$ cat src/rtl/rs_age_ordered.sv
// Age-ordered reservation station: dispatch into the lowest free slot, snoop
// CDB broadcasts to wake pending operands, and issue the oldest ready entry
// into a registered execute output with valid/ready backpressure.
module rs_age_ordered #(
  parameter int unsigned SIZE    = 8,
  parameter int unsigned NUM_CDB = 2,
  parameter int unsigned DATA_W  = 32,
  parameter int unsigned TAG_W   = 4,
  parameter int unsigned OP_W    = 8,
  localparam int unsigned CNT_W  = $clog2(SIZE + 1)
) (
  input  logic                        clk_i,
  input  logic                        rst_ni,
  input  logic                        flush_i,
  input  logic                        disp_valid_i,
  output logic                        disp_ready_o,
  input  logic [OP_W-1:0]             disp_op_i,
  input  logic [DATA_W-1:0]           disp_vj_i,
  input  logic [DATA_W-1:0]           disp_vk_i,
  input  logic [TAG_W-1:0]            disp_qj_i,
  input  logic [TAG_W-1:0]            disp_qk_i,
  input  logic                        disp_qj_valid_i,
  input  logic                        disp_qk_valid_i,
  input  logic [TAG_W-1:0]            disp_dest_i,
  input  logic [DATA_W-1:0]           disp_imm_i,
  input  logic [DATA_W-1:0]           disp_pc_i,
  input  logic [DATA_W-1:0]           disp_pred_i,
  input  logic [NUM_CDB-1:0]          cdb_valid_i,
  input  logic [NUM_CDB*TAG_W-1:0]    cdb_tag_i,
  input  logic [NUM_CDB*DATA_W-1:0]   cdb_value_i,
  output logic                        ex_valid_o,
  input  logic                        ex_ready_i,
  output logic [OP_W-1:0]             ex_op_o,
  output logic [DATA_W-1:0]           ex_vj_o,
  output logic [DATA_W-1:0]           ex_vk_o,
  output logic [DATA_W-1:0]           ex_imm_o,
  output logic [DATA_W-1:0]           ex_pc_o,
  output logic [DATA_W-1:0]           ex_pred_o,
  output logic [TAG_W-1:0]            ex_dest_o,
  output logic [CNT_W-1:0]            count_o
);

  localparam int unsigned IDX_W = $clog2(SIZE);

  // Control state (reset)
  logic [SIZE-1:0]  busy_q, busy_d;
  logic [SIZE-1:0]  qj_v_q, qj_v_d, qk_v_q, qk_v_d;
  // older_q[i][j] set: entry j was dispatched before entry i
  logic [SIZE-1:0]  older_q [SIZE];
  logic [SIZE-1:0]  older_d [SIZE];
  logic [CNT_W-1:0] count_q, count_d;
  logic             ex_valid_q, ex_valid_d;
  logic [OP_W-1:0]  ex_op_q;

  // Entry payload (no reset; only meaningful while busy)
  logic [OP_W-1:0]   op_q   [SIZE];
  logic [DATA_W-1:0] vj_q   [SIZE];
  logic [DATA_W-1:0] vk_q   [SIZE];
  logic [TAG_W-1:0]  qj_q   [SIZE];
  logic [TAG_W-1:0]  qk_q   [SIZE];
  logic [TAG_W-1:0]  dest_q [SIZE];
  logic [DATA_W-1:0] imm_q  [SIZE];
  logic [DATA_W-1:0] pc_q   [SIZE];
  logic [DATA_W-1:0] pred_q [SIZE];

  logic [DATA_W-1:0] ex_vj_q, ex_vk_q, ex_imm_q, ex_pc_q, ex_pred_q;
  logic [TAG_W-1:0]  ex_dest_q;

  logic [SIZE-1:0]   wk_j, wk_k, ready, sel;
  logic [DATA_W-1:0] wk_j_val [SIZE];
  logic [DATA_W-1:0] wk_k_val [SIZE];
  logic              dj_hit, dk_hit;
  logic [DATA_W-1:0] dj_val, dk_val;
  logic [IDX_W-1:0]  free_idx, sel_idx;
  logic              disp_fire, issue;

  assign disp_ready_o = (count_q < CNT_W'(SIZE));
  assign disp_fire    = disp_valid_i && disp_ready_o && !flush_i;
  assign ready        = busy_q & ~qj_v_q & ~qk_v_q;
  assign issue        = (|ready) && (!ex_valid_q || ex_ready_i) && !flush_i;

  // CDB snoop for resident entries and the incoming dispatch; lowest port wins
  always_comb begin
    wk_j   = '0;
    wk_k   = '0;
    dj_hit = 1'b0;
    dk_hit = 1'b0;
    dj_val = '0;
    dk_val = '0;
    for (int i = 0; i < SIZE; i++) begin
      wk_j_val[i] = '0;
      wk_k_val[i] = '0;
    end
    for (int p = 0; p < NUM_CDB; p++) begin
      for (int i = 0; i < SIZE; i++) begin
        if (cdb_valid_i[p] && busy_q[i] && qj_v_q[i] && !wk_j[i] &&
            qj_q[i] == cdb_tag_i[p*TAG_W +: TAG_W]) begin
          wk_j[i]     = 1'b1;
          wk_j_val[i] = cdb_value_i[p*DATA_W +: DATA_W];
        end
        if (cdb_valid_i[p] && busy_q[i] && qk_v_q[i] && !wk_k[i] &&
            qk_q[i] == cdb_tag_i[p*TAG_W +: TAG_W]) begin
          wk_k[i]     = 1'b1;
          wk_k_val[i] = cdb_value_i[p*DATA_W +: DATA_W];
        end
      end
      if (cdb_valid_i[p] && disp_qj_valid_i && !dj_hit &&
          disp_qj_i == cdb_tag_i[p*TAG_W +: TAG_W]) begin
        dj_hit = 1'b1;
        dj_val = cdb_value_i[p*DATA_W +: DATA_W];
      end
      if (cdb_valid_i[p] && disp_qk_valid_i && !dk_hit &&
          disp_qk_i == cdb_tag_i[p*TAG_W +: TAG_W]) begin
        dk_hit = 1'b1;
        dk_val = cdb_value_i[p*DATA_W +: DATA_W];
      end
    end
  end

  // Lowest free slot for dispatch, oldest ready entry for issue
  always_comb begin
    free_idx = '0;
    sel_idx  = '0;
    for (int i = SIZE - 1; i >= 0; i--) begin
      if (!busy_q[i]) free_idx = IDX_W'(i);
    end
    for (int i = 0; i < SIZE; i++) begin
      sel[i] = ready[i] && !(|(older_q[i] & ready));
      if (sel[i]) sel_idx = IDX_W'(i);
    end
  end

  // Next-state for occupancy, pending flags, age matrix, count and ex_valid
  always_comb begin
    busy_d     = busy_q;
    qj_v_d     = qj_v_q & ~wk_j;
    qk_v_d     = qk_v_q & ~wk_k;
    older_d    = older_q;
    count_d    = count_q;
    ex_valid_d = ex_valid_q;
    if (flush_i) begin
      busy_d     = '0;
      qj_v_d     = '0;
      qk_v_d     = '0;
      count_d    = '0;
      ex_valid_d = 1'b0;
      for (int i = 0; i < SIZE; i++) older_d[i] = '0;
    end else begin
      if (issue) busy_d[sel_idx] = 1'b0;
      if (disp_fire) begin
        busy_d[free_idx] = 1'b1;
        qj_v_d[free_idx] = disp_qj_valid_i && !dj_hit;
        qk_v_d[free_idx] = disp_qk_valid_i && !dk_hit;
        // New entry is younger than everything; stale column bits are cleared
        for (int i = 0; i < SIZE; i++) older_d[i][free_idx] = 1'b0;
        older_d[free_idx] = busy_q;
      end
      if (issue)           ex_valid_d = 1'b1;
      else if (ex_ready_i) ex_valid_d = 1'b0;
      if (disp_fire && !issue)      count_d = count_q + CNT_W'(1);
      else if (!disp_fire && issue) count_d = count_q - CNT_W'(1);
    end
  end

  // Control registers
  always_ff @(posedge clk_i or negedge rst_ni) begin
    if (!rst_ni) begin
      busy_q     <= '0;
      qj_v_q     <= '0;
      qk_v_q     <= '0;
      count_q    <= '0;
      ex_valid_q <= 1'b0;
      ex_op_q    <= '0;
      for (int i = 0; i < SIZE; i++) older_q[i] <= '0;
    end else begin
      busy_q     <= busy_d;
      qj_v_q     <= qj_v_d;
      qk_v_q     <= qk_v_d;
      count_q    <= count_d;
      ex_valid_q <= ex_valid_d;
      older_q    <= older_d;
      if (issue) ex_op_q <= op_q[sel_idx];
    end
  end

  // Entry payload capture, operand wakeup and execute payload load
  always_ff @(posedge clk_i) begin
    for (int i = 0; i < SIZE; i++) begin
      if (wk_j[i]) vj_q[i] <= wk_j_val[i];
      if (wk_k[i]) vk_q[i] <= wk_k_val[i];
    end
    if (disp_fire) begin
      op_q[free_idx]   <= disp_op_i;
      vj_q[free_idx]   <= dj_hit ? dj_val : disp_vj_i;
      vk_q[free_idx]   <= dk_hit ? dk_val : disp_vk_i;
      qj_q[free_idx]   <= disp_qj_i;
      qk_q[free_idx]   <= disp_qk_i;
      dest_q[free_idx] <= disp_dest_i;
      imm_q[free_idx]  <= disp_imm_i;
      pc_q[free_idx]   <= disp_pc_i;
      pred_q[free_idx] <= disp_pred_i;
    end
    if (issue) begin
      ex_vj_q   <= vj_q[sel_idx];
      ex_vk_q   <= vk_q[sel_idx];
      ex_imm_q  <= imm_q[sel_idx];
      ex_pc_q   <= pc_q[sel_idx];
      ex_pred_q <= pred_q[sel_idx];
      ex_dest_q <= dest_q[sel_idx];
    end
  end

  assign ex_valid_o = ex_valid_q;
  assign ex_op_o    = ex_op_q;
  assign ex_vj_o    = ex_vj_q;
  assign ex_vk_o    = ex_vk_q;
  assign ex_imm_o   = ex_imm_q;
  assign ex_pc_o    = ex_pc_q;
  assign ex_pred_o  = ex_pred_q;
  assign ex_dest_o  = ex_dest_q;
  assign count_o    = count_q;

endmodule
$ cat config.mk
export PLATFORM = sky130hd
export DESIGN_NAME = rs_age_ordered
export DESIGN_NICKNAME = d
export VERILOG_FILES = /design/src/rtl/rs_age_ordered.sv
export SDC_FILE = /design/constraint.sdc
export NUM_CORES = 2
export LEC_CHECK = 0
export ABC_AREA = 1
export BUFFER_PORTS_ARGS = -buffer_cell sky130_fd_sc_hd__buf_2
export CAP_MARGIN = 20
export CORE_ASPECT_RATIO = 0.5
export CORE_MARGIN = 10
export CORE_UTILIZATION = 44
export DETAILED_ROUTE_END_ITERATION = 8
export PLACE_DENSITY_LB_ADDON = 0.08
export SLEW_MARGIN = 30
export SYNTH_ARGS = -nofsm -noshare
export SYNTH_HDL_FRONTEND = slang
export SYNTH_SLANG_ARGS = --single-unit
$ cat constraint.sdc
create_clock -name clk_i -period 7.2 [get_ports clk_i]
set_input_delay 0.36 -clock clk_i [delete_from_list [all_inputs] [get_ports clk_i]]
set_output_delay 0.36 -clock clk_i [all_outputs]
set_load 0.005 [all_outputs]
# Word level (Yosys, flattened, before mapping)
# Memories as Yosys holds them, arrays and structs flattened. A register that Yosys moved wholly into a read port is not among the register bits.
# Index checks and enable logic that the tools add are counted.
totals:
  ff_bits: 93
  latchBits: 0
  mem_bits_rw: 1440
  romBits: 0
  input_bits: 261
  word_cells: 411
  n_memories: 9
op_classes:
  n_addsub: 2
  n_mul: 0
  div: 0
  magnitude_cmp: 7
  eq_ne: 36
  n_shift: 0
  n_mux: 148
  bitwise: 28
  reduce_logical: 168
memory_table:
  columns: ["name", "depth", "word_bits", "rd", "rd_clocked_by_memory_dff", "write_ports", "line", "rtl"]
  rows:
  - ["imm_q", 8, 32, 1, 1, 1, "62", "logic [DATA_W-1:0] imm_q [SIZE];"]
  - ["pc_q", 8, 32, 1, 1, 1, "63", "logic [DATA_W-1:0] pc_q [SIZE];"]
  - ["pred_q", 8, 32, 1, 1, 1, "64", "logic [DATA_W-1:0] pred_q [SIZE];"]
  - ["vj_q", 8, 32, 1, 1, 9, "57", "logic [DATA_W-1:0] vj_q [SIZE];"]
  - ["vk_q", 8, 32, 1, 1, 9, "58", "logic [DATA_W-1:0] vk_q [SIZE];"]
  - ["op_q", 8, 8, 1, 1, 1, "56", "logic [OP_W-1:0] op_q [SIZE];"]
  - ["+3 memories", null, null, null, null, null, null, null]
op_table:
  columns: ["cell", "count"]
  rows:
  - ["32-bit 2-to-1 mux", 38]
  - ["8-bit bitwise AND", 20]
  - ["4-bit equality test", 36]
  - ["64-bit 2-to-1 mux", 2]
  - ["1-bit logical AND", 124]
  - ["1-bit 2-to-1 mux", 76]
  - ["8-bit 2-to-1 mux", 9]
  - ["64-bit bitwise mux", 1]
  - ["8-bit OR reduction", 8]
  - ["8-bit NOT", 6]
  - ["3-bit 2-to-1 mux", 14]
  - ["1-bit zero test", 32]
  - ["8-bit demux with 3-bit select", 1]
  - ["8-bit bitwise mux", 2]
  - ["4-bit 2-to-1 mux", 3]
  - ["3-bit by 4-bit less-than comparator with 1-bit output, second input constant", 2]
  - ["8-bit bitwise OR", 1]
  - ["1-bit demux with 3-bit select", 2]
  - ["3-bit by 1-bit >= comparator with 1-bit output, second input constant", 2]
  - ["3-bit nonzero test", 2]
  - ["4-bit by 1-bit adder with 4-bit output, second input constant", 1]
  - ["4-bit >= comparator, second input constant", 1]
  - ["4-bit by 1-bit less-than comparator with 1-bit output, second input constant", 1]
  - ["4-bit less-than comparator, second input constant", 1]
  - ["other kinds (4)", 4]

# Depth between registers and ports, before layout
logic_depth:
  ltp_word: 25
  ltp_mapped: 20
  mapped_depth_nobuf: 17

# Least setup slack after synthesis
# OpenSTA, ideal clock, no wires.
synth_timing:
  path_kind: "reg2reg"
  from: "register busy_q[1]"
  to: "register busy_q[4]"
  setup_ns: 0.128
  arrival_ns: 6.244
  path_slack_ns: 0.829
  path_stages_with_launch: 13
  synth_period_minus_slack_ns: 6.371
  cell_sequence: "dfrtp_1 > inv_2 > nor2_2 > nand2_2 > nand4_1 > nor4_1 > nand2_1 > nand3_1 > inv_1 > clkbuf_1 > nand3_1 > nand3_1 > nand2_1"
synth_between:
  elab_chain_len: 24
synth_lines:
  columns: ["item", "line", "rtl"]
  rows:
  - ["start: declaration", "46", "logic [SIZE-1:0] busy_q, busy_d;"]
  - ["start signal: assignment", "176", "busy_q <= busy_d;"]
  - ["8-bit bitwise AND (2 in series)", "79", "assign ready = busy_q & ~qj_v_q & ~qk_v_q;"]
  - ["8-bit bitwise AND", "128", "sel[i] = ready[i] && !(|(older_q[i] & ready));"]
  - ["8-bit OR reduction", "128", null]
  - ["1-bit zero test", "128", null]
  - ["1-bit logical AND", "128", null]
  - ["1-bit 2-to-1 mux", "129", "if (sel[i]) sel_idx = IDX_W'(i);"]
  - ["3-bit 2-to-1 mux (6 in series)", "129", null]
  - ["3-bit by 4-bit less-than comparator with 1-bit output (implied by the code) or 3-bit by 1-bit >= comparator with 1-bit output (tied branches)", "149", "if (issue) busy_d[sel_idx] = 1'b0;"]
  - ["(+3 left out)", null, null]
  - ["8-bit NOT (no source line)", null, null]
  - ["8-bit bitwise AND (no source line)", null, null]
  - ["8-bit 2-to-1 mux", "149", null]
  - ["8-bit 2-to-1 mux", "141", "if (flush_i) begin"]
  - ["8-bit bitwise OR (no source line)", null, null]
  - ["8-bit 2-to-1 mux *", "150", "if (disp_fire) begin"]
  - ["8-bit 2-to-1 mux *", "141", null]
  - ["net busy_d[4]", "46", null]
# Mark *: on every way through the listed nets, which the timed path passes. The rest lies on a longest branch. The select of a mux whose other input is x is not followed.
# A chain may end at the register's enable or synchronous reset.

# Worst setup path after layout
layout_timing:
  from: "register qj_v_q[3]"
  to: "register ex_pred_q[0], in the netlist ex_pred_o[0], read port of pred_q (data pin)"
layout_between:
  elab_chain_len: 14
layout_lines:
  columns: ["item", "line", "rtl"]
  rows:
  - ["start: declaration", "47", "logic [SIZE-1:0] qj_v_q, qj_v_d, qk_v_q, qk_v_d;"]
  - ["start signal: assignment", "177", "qj_v_q <= qj_v_d;"]
  - ["8-bit NOT *", "79", null]
  - ["8-bit bitwise AND * (2 in series)", "79", null]
  - ["8-bit bitwise AND", "128", null]
  - ["8-bit OR reduction", "128", null]
  - ["1-bit zero test", "128", null]
  - ["1-bit logical AND", "128", null]
  - ["1-bit 2-to-1 mux", "129", null]
  - ["3-bit 2-to-1 mux (6 in series)", "129", null]
  - ["end: declaration", "66", "logic [DATA_W-1:0] ex_vj_q, ex_vk_q, ex_imm_q, ex_pc_q, ex_pred_q;"]
# Every way passes the cells marked *; elsewhere a longest branch is shown, timed or not.

==> impl_metrics.py <==
metrics = {
    "placed_design": {
        "dp_cells": 9623,
        "gp_congestion": 0.9040,
        "hpwlAfterDp_um": 156400,
        "io_buffers": 438,
    },
    "power_and_ir_drop": {
        "seqPwrFrac_pct": 50.0,
        "ir_drop_mv": 0.1632,
        "power_leakage_uw": 0.03458,
        "p_sw_uw": 5991,
        "internal_power_uw": 16890,
        "p_comb_share_pct": 11.6,
        "swShare_pct": 26.18,
        "power.density_nw_per_um2": 259.2,
        "p_clk_share_pct": 38.4,
    },
    "critical_path": {
        "required_ns": 7.89,
        "max_stage_delay_ns": 0.87,
        "r2r_setup_slack_ns": 1.91,
        "crit_slowest_cell": "inv_8",
        "reg2regPathDepth": 15,
        "r2r-start": "qj_v_q[3]$_DFF_PN0_",
        "critPathTopFamily": "simple AND/OR/NAND/NOR gates",
        "cp_max_fo": 131,
        "end_kind": "register",
        "critPathBufInv": 4,
        "start_kind": "register",
        "r2r-end": "ex_pred_o[0]$_DFFE_PP_",
        "worstPathCellList": "inv_1 > nand3_1 > o22ai_1 > nor2_1 > nand2_8 > nand2_1 > inv_2 > nand2_2 > nand2_8 > inv_8 > buf_4 > nor2_1 > nor2_1 > nor2_1 > nand3_1",
        "cp_common_cell": "nor2_1",
        "crit_arrival_ns": 5.99,
        "setup.worst_path.class": "register to register",
    },
    "global_routing": {
        "met1_usage_pct": 36.97,
        "grt_max_degree": 213,
        "grt_busiest_layer": "met2",
        "antenna_found_initial": 8,
        "grtUsageMet2_pct": 46.31,
        "grtUsageTotal_pct": 28.18,
        "grt_pass1_wl_um": 404100,
        "grt-ovfl-total": 0,
        "grt_pass1_vias": 58800,
        "use_met3_pct": 4.612,
    },
    "hold_path": {
        "hold_path_depth": 3,
        "hold_class": "input port to register",
        "hp-start": "cdb_value_i[61]",
        "hold_end": "vj_q[5][29]$_DFFE_PP_",
    },
    "detailed_routing": {
        "vias": 60160,
        "drtAntennaViolNets": 0,
        "drc": 0,
        "drt-wirelength-per-cell_um": 27.91,
        "vias_per_cell": 5.956,
        "drt_iter0_markers": 7384,
        "dr.pass1.iters": 6,
        "wirelength_um": 281900,
    },
    "synth": {
        "ys_async_sr_fraction_pct": 5.480,
        "yosys_most_used_dff": "edfxtp_1",
        "syn_area_um2": 76540,
        "synth_nets": 7506,
        "synth_most_common_cell": "edfxtp_1",
        "synth_top_cells_by_count": "edfxtp_1 (1604), nand2_1 (1049), nor2_1 (972)",
        "syn_area_per_cell_um2": 10.57,
        "ys_ff_latch": 1697,
        "ys.warnings.count": 0,
        "yosysTopAreaCellShare_pct": 62.93,
        "yosys.area.top_type": "edfxtp_1",
        "synth-edff-count": 1604,
        "yosysSeqAreaShare_pct": 65.97,
        "synthDistinctLibCells": 50,
        "syn-instance-count": 7242,
        "yosys-top-cells-area": "edfxtp_1 (63%), o21ai_0 (6.3%), nand2_1 (5.1%)",
    },
    "clock_network": {
        "path_clk_slew_ns": 0.07,
        "htree_levels": 4,
        "numCtsBuffers": 167,
        "cts_tree": "built",
        "cts_sinks": 1697,
        "clk_latency_ns": 0.85,
        "clockBufferDepth": 4,
        "clock_tree.root_cell": "clkbuf_16",
    },
    "layout": {
        "fin_nets": 7927,
        "layout-area-overhead-vs-synth_pct": 15.35,
        "drive_above_1_share_pct": 11.38,
        "final_cells": 10100,
    },
    "die": {
        "dieArea_um2": 192000,
        "die_w_um": 609.8,
        "rows": 108,
        "chipHeight_um": 314.9,
        "start_util_pct": 44.22,
        "io_pins": 439,
        "coreArea_um2": 173100,
    },
    "sta": {
        "finalCritPeriodShare_pct": 73.49,
        "fmax_mhz": 189.0,
        "min_period_ns": 5.291,
        "tightest_slew_ns": 1.047,
        "final-hold-violation-count": 0,
        "holdWs_ns": 0.04092,
        "slew_headroom_pct": 29.88,
        "setup_tns_ns": 0,
        "fin_skew_ns": 0.05092,
        "report.final.slew_viol_count": 0,
        "finalSetupViolations": 0,
        "rsz0062_at_grt": "no",
    },
    "outcome": {
        "status": "finished, final reports clean",
    },
    "flow_run": {
        "maxCapViolations": 0,
    },
}
[flip-flops by register name, indices dropped and copies added, names as in the netlist, 32 cells and up]
name       flops
vk_q         256
vj_q         256
qk_q          32
older_q       56
op_q          64
ex_vk_o       32
ex_pc_o       32
ex_pred_o     32
pred_q       256
imm_q        256
ex_vj_o       32
ex_imm_o      32
dest_q        32
pc_q         256
qj_q          32
[worst register-to-register path, stage by stage, from the launching register on]
cell and delay, ns:
dfrtp_1 0.35, inv_1 0.16, nand3_1 0.31, o22ai_1 0.13, nor2_1 0.32, nand2_8 0.60, nand2_1 0.32, inv_2 0.05
nand2_2 0.45, nand2_8 0.52, inv_8 0.93, buf_4 0.63, nor2_1 0.11, nor2_1 0.14, nor2_1 0.06, nand3_1 0.06
[placed cells by master, fill, tap and decap left out, types with 65 or more instances in the layout]
cell / instances
o22ai_1: 274
o21ai_1: 80
clkinv_1: 65
nor2_1: 963
clkbuf_16: 173
nand3_1: 290
o21ai_0: 971
nand2_1: 1042
inv_1: 689
edfxtp_1: 1604
buf_4: 122
dfrtp_1: 93
o221ai_1: 241
dlygate4sd3_1: 173
o211ai_1: 72
buf_2: 438
[worst max path at each step]
stage	start	to	slack, ns	cells past startpoint
2_1_floorplan	busy_q[1]$_DFF_PN0_	busy_q[4]$_DFF_PN0_	0.83	12
3_3_place_gp	qj_v_q[3]$_DFF_PN0_	ex_imm_o[24]$_DFFE_PP_	2.05	15
3_5_place_dp	qj_v_q[3]$_DFF_PN0_	ex_pred_o[0]$_DFFE_PP_	2.05	15
4_1_cts	qj_v_q[3]$_DFF_PN0_	ex_pred_o[0]$_DFFE_PP_	2.04	15
5_1_grt	busy_q[7]$_DFF_PN0_	ex_pred_o[0]$_DFFE_PP_	1.65	15
6_report	qj_v_q[3]$_DFF_PN0_	ex_pred_o[0]$_DFFE_PP_	1.91	15
[per-layer routing]
metal	up-vias	routed length (µm)
li1	26370	-
met1	29720	111200
met2	3322	131800
met3	743	25060
met4	4	13860
met5	-	23
[cell families after synthesis]
family,count (synthesis),share of synthesized area (%)
flops,1697,65.97
simple gates,2437,12.86
fa+ha+maj,3,0.05885
compound gates,1801,14.10
xor+xnor,53,0.6065
buf+inv,1248,6.359
mux,3,0.04414
[power groups by stage]
stage | Sequential (µW) | Clock (µW) | Combinational, µW
detailed placement | 11700 | 0 | 2570
global route | 11500 | 9280 | 2910
finish | 11400 | 8780 | 2660
global placement | 11700 | 0 | 2520
floorplan | 11700 | 0 | 1370
CTS | 11400 | 8880 | 2650
[timing repair]
item                      CTS  global route
buffers inserted            0             0
hold endpoints to repair  975             0
gates resized for setup     0             0
hold buffers              174             0
[stage by stage]
stage	util (%)	instance area, µm²	total power, µW	setup WS [ns]
5_1_grt	51.00	88290	23650	1.653
3_3_place_gp	46.79	80990	14170	2.051
2_1_floorplan	-	76540	13030	0.8286
6_report	51.00	88290	22880	1.909
3_5_place_dp	46.90	81190	14230	2.053
4_1_cts	50.93	88160	22980	2.041
[layout make-up]
class,instances,area (µm²)
Antenna cell,5,12.51
Inverter,737,2794
Sequential cell,1697,50490
Clock buffer,209,4514
Multi-Input combinational cell,4297,21430
Tap cell,2310,2890
Timing Repair Buffer,763,5435
Clock inverter,83,720.7
Fill cell,15290,84810
Power figures use the tool's default switching activity.
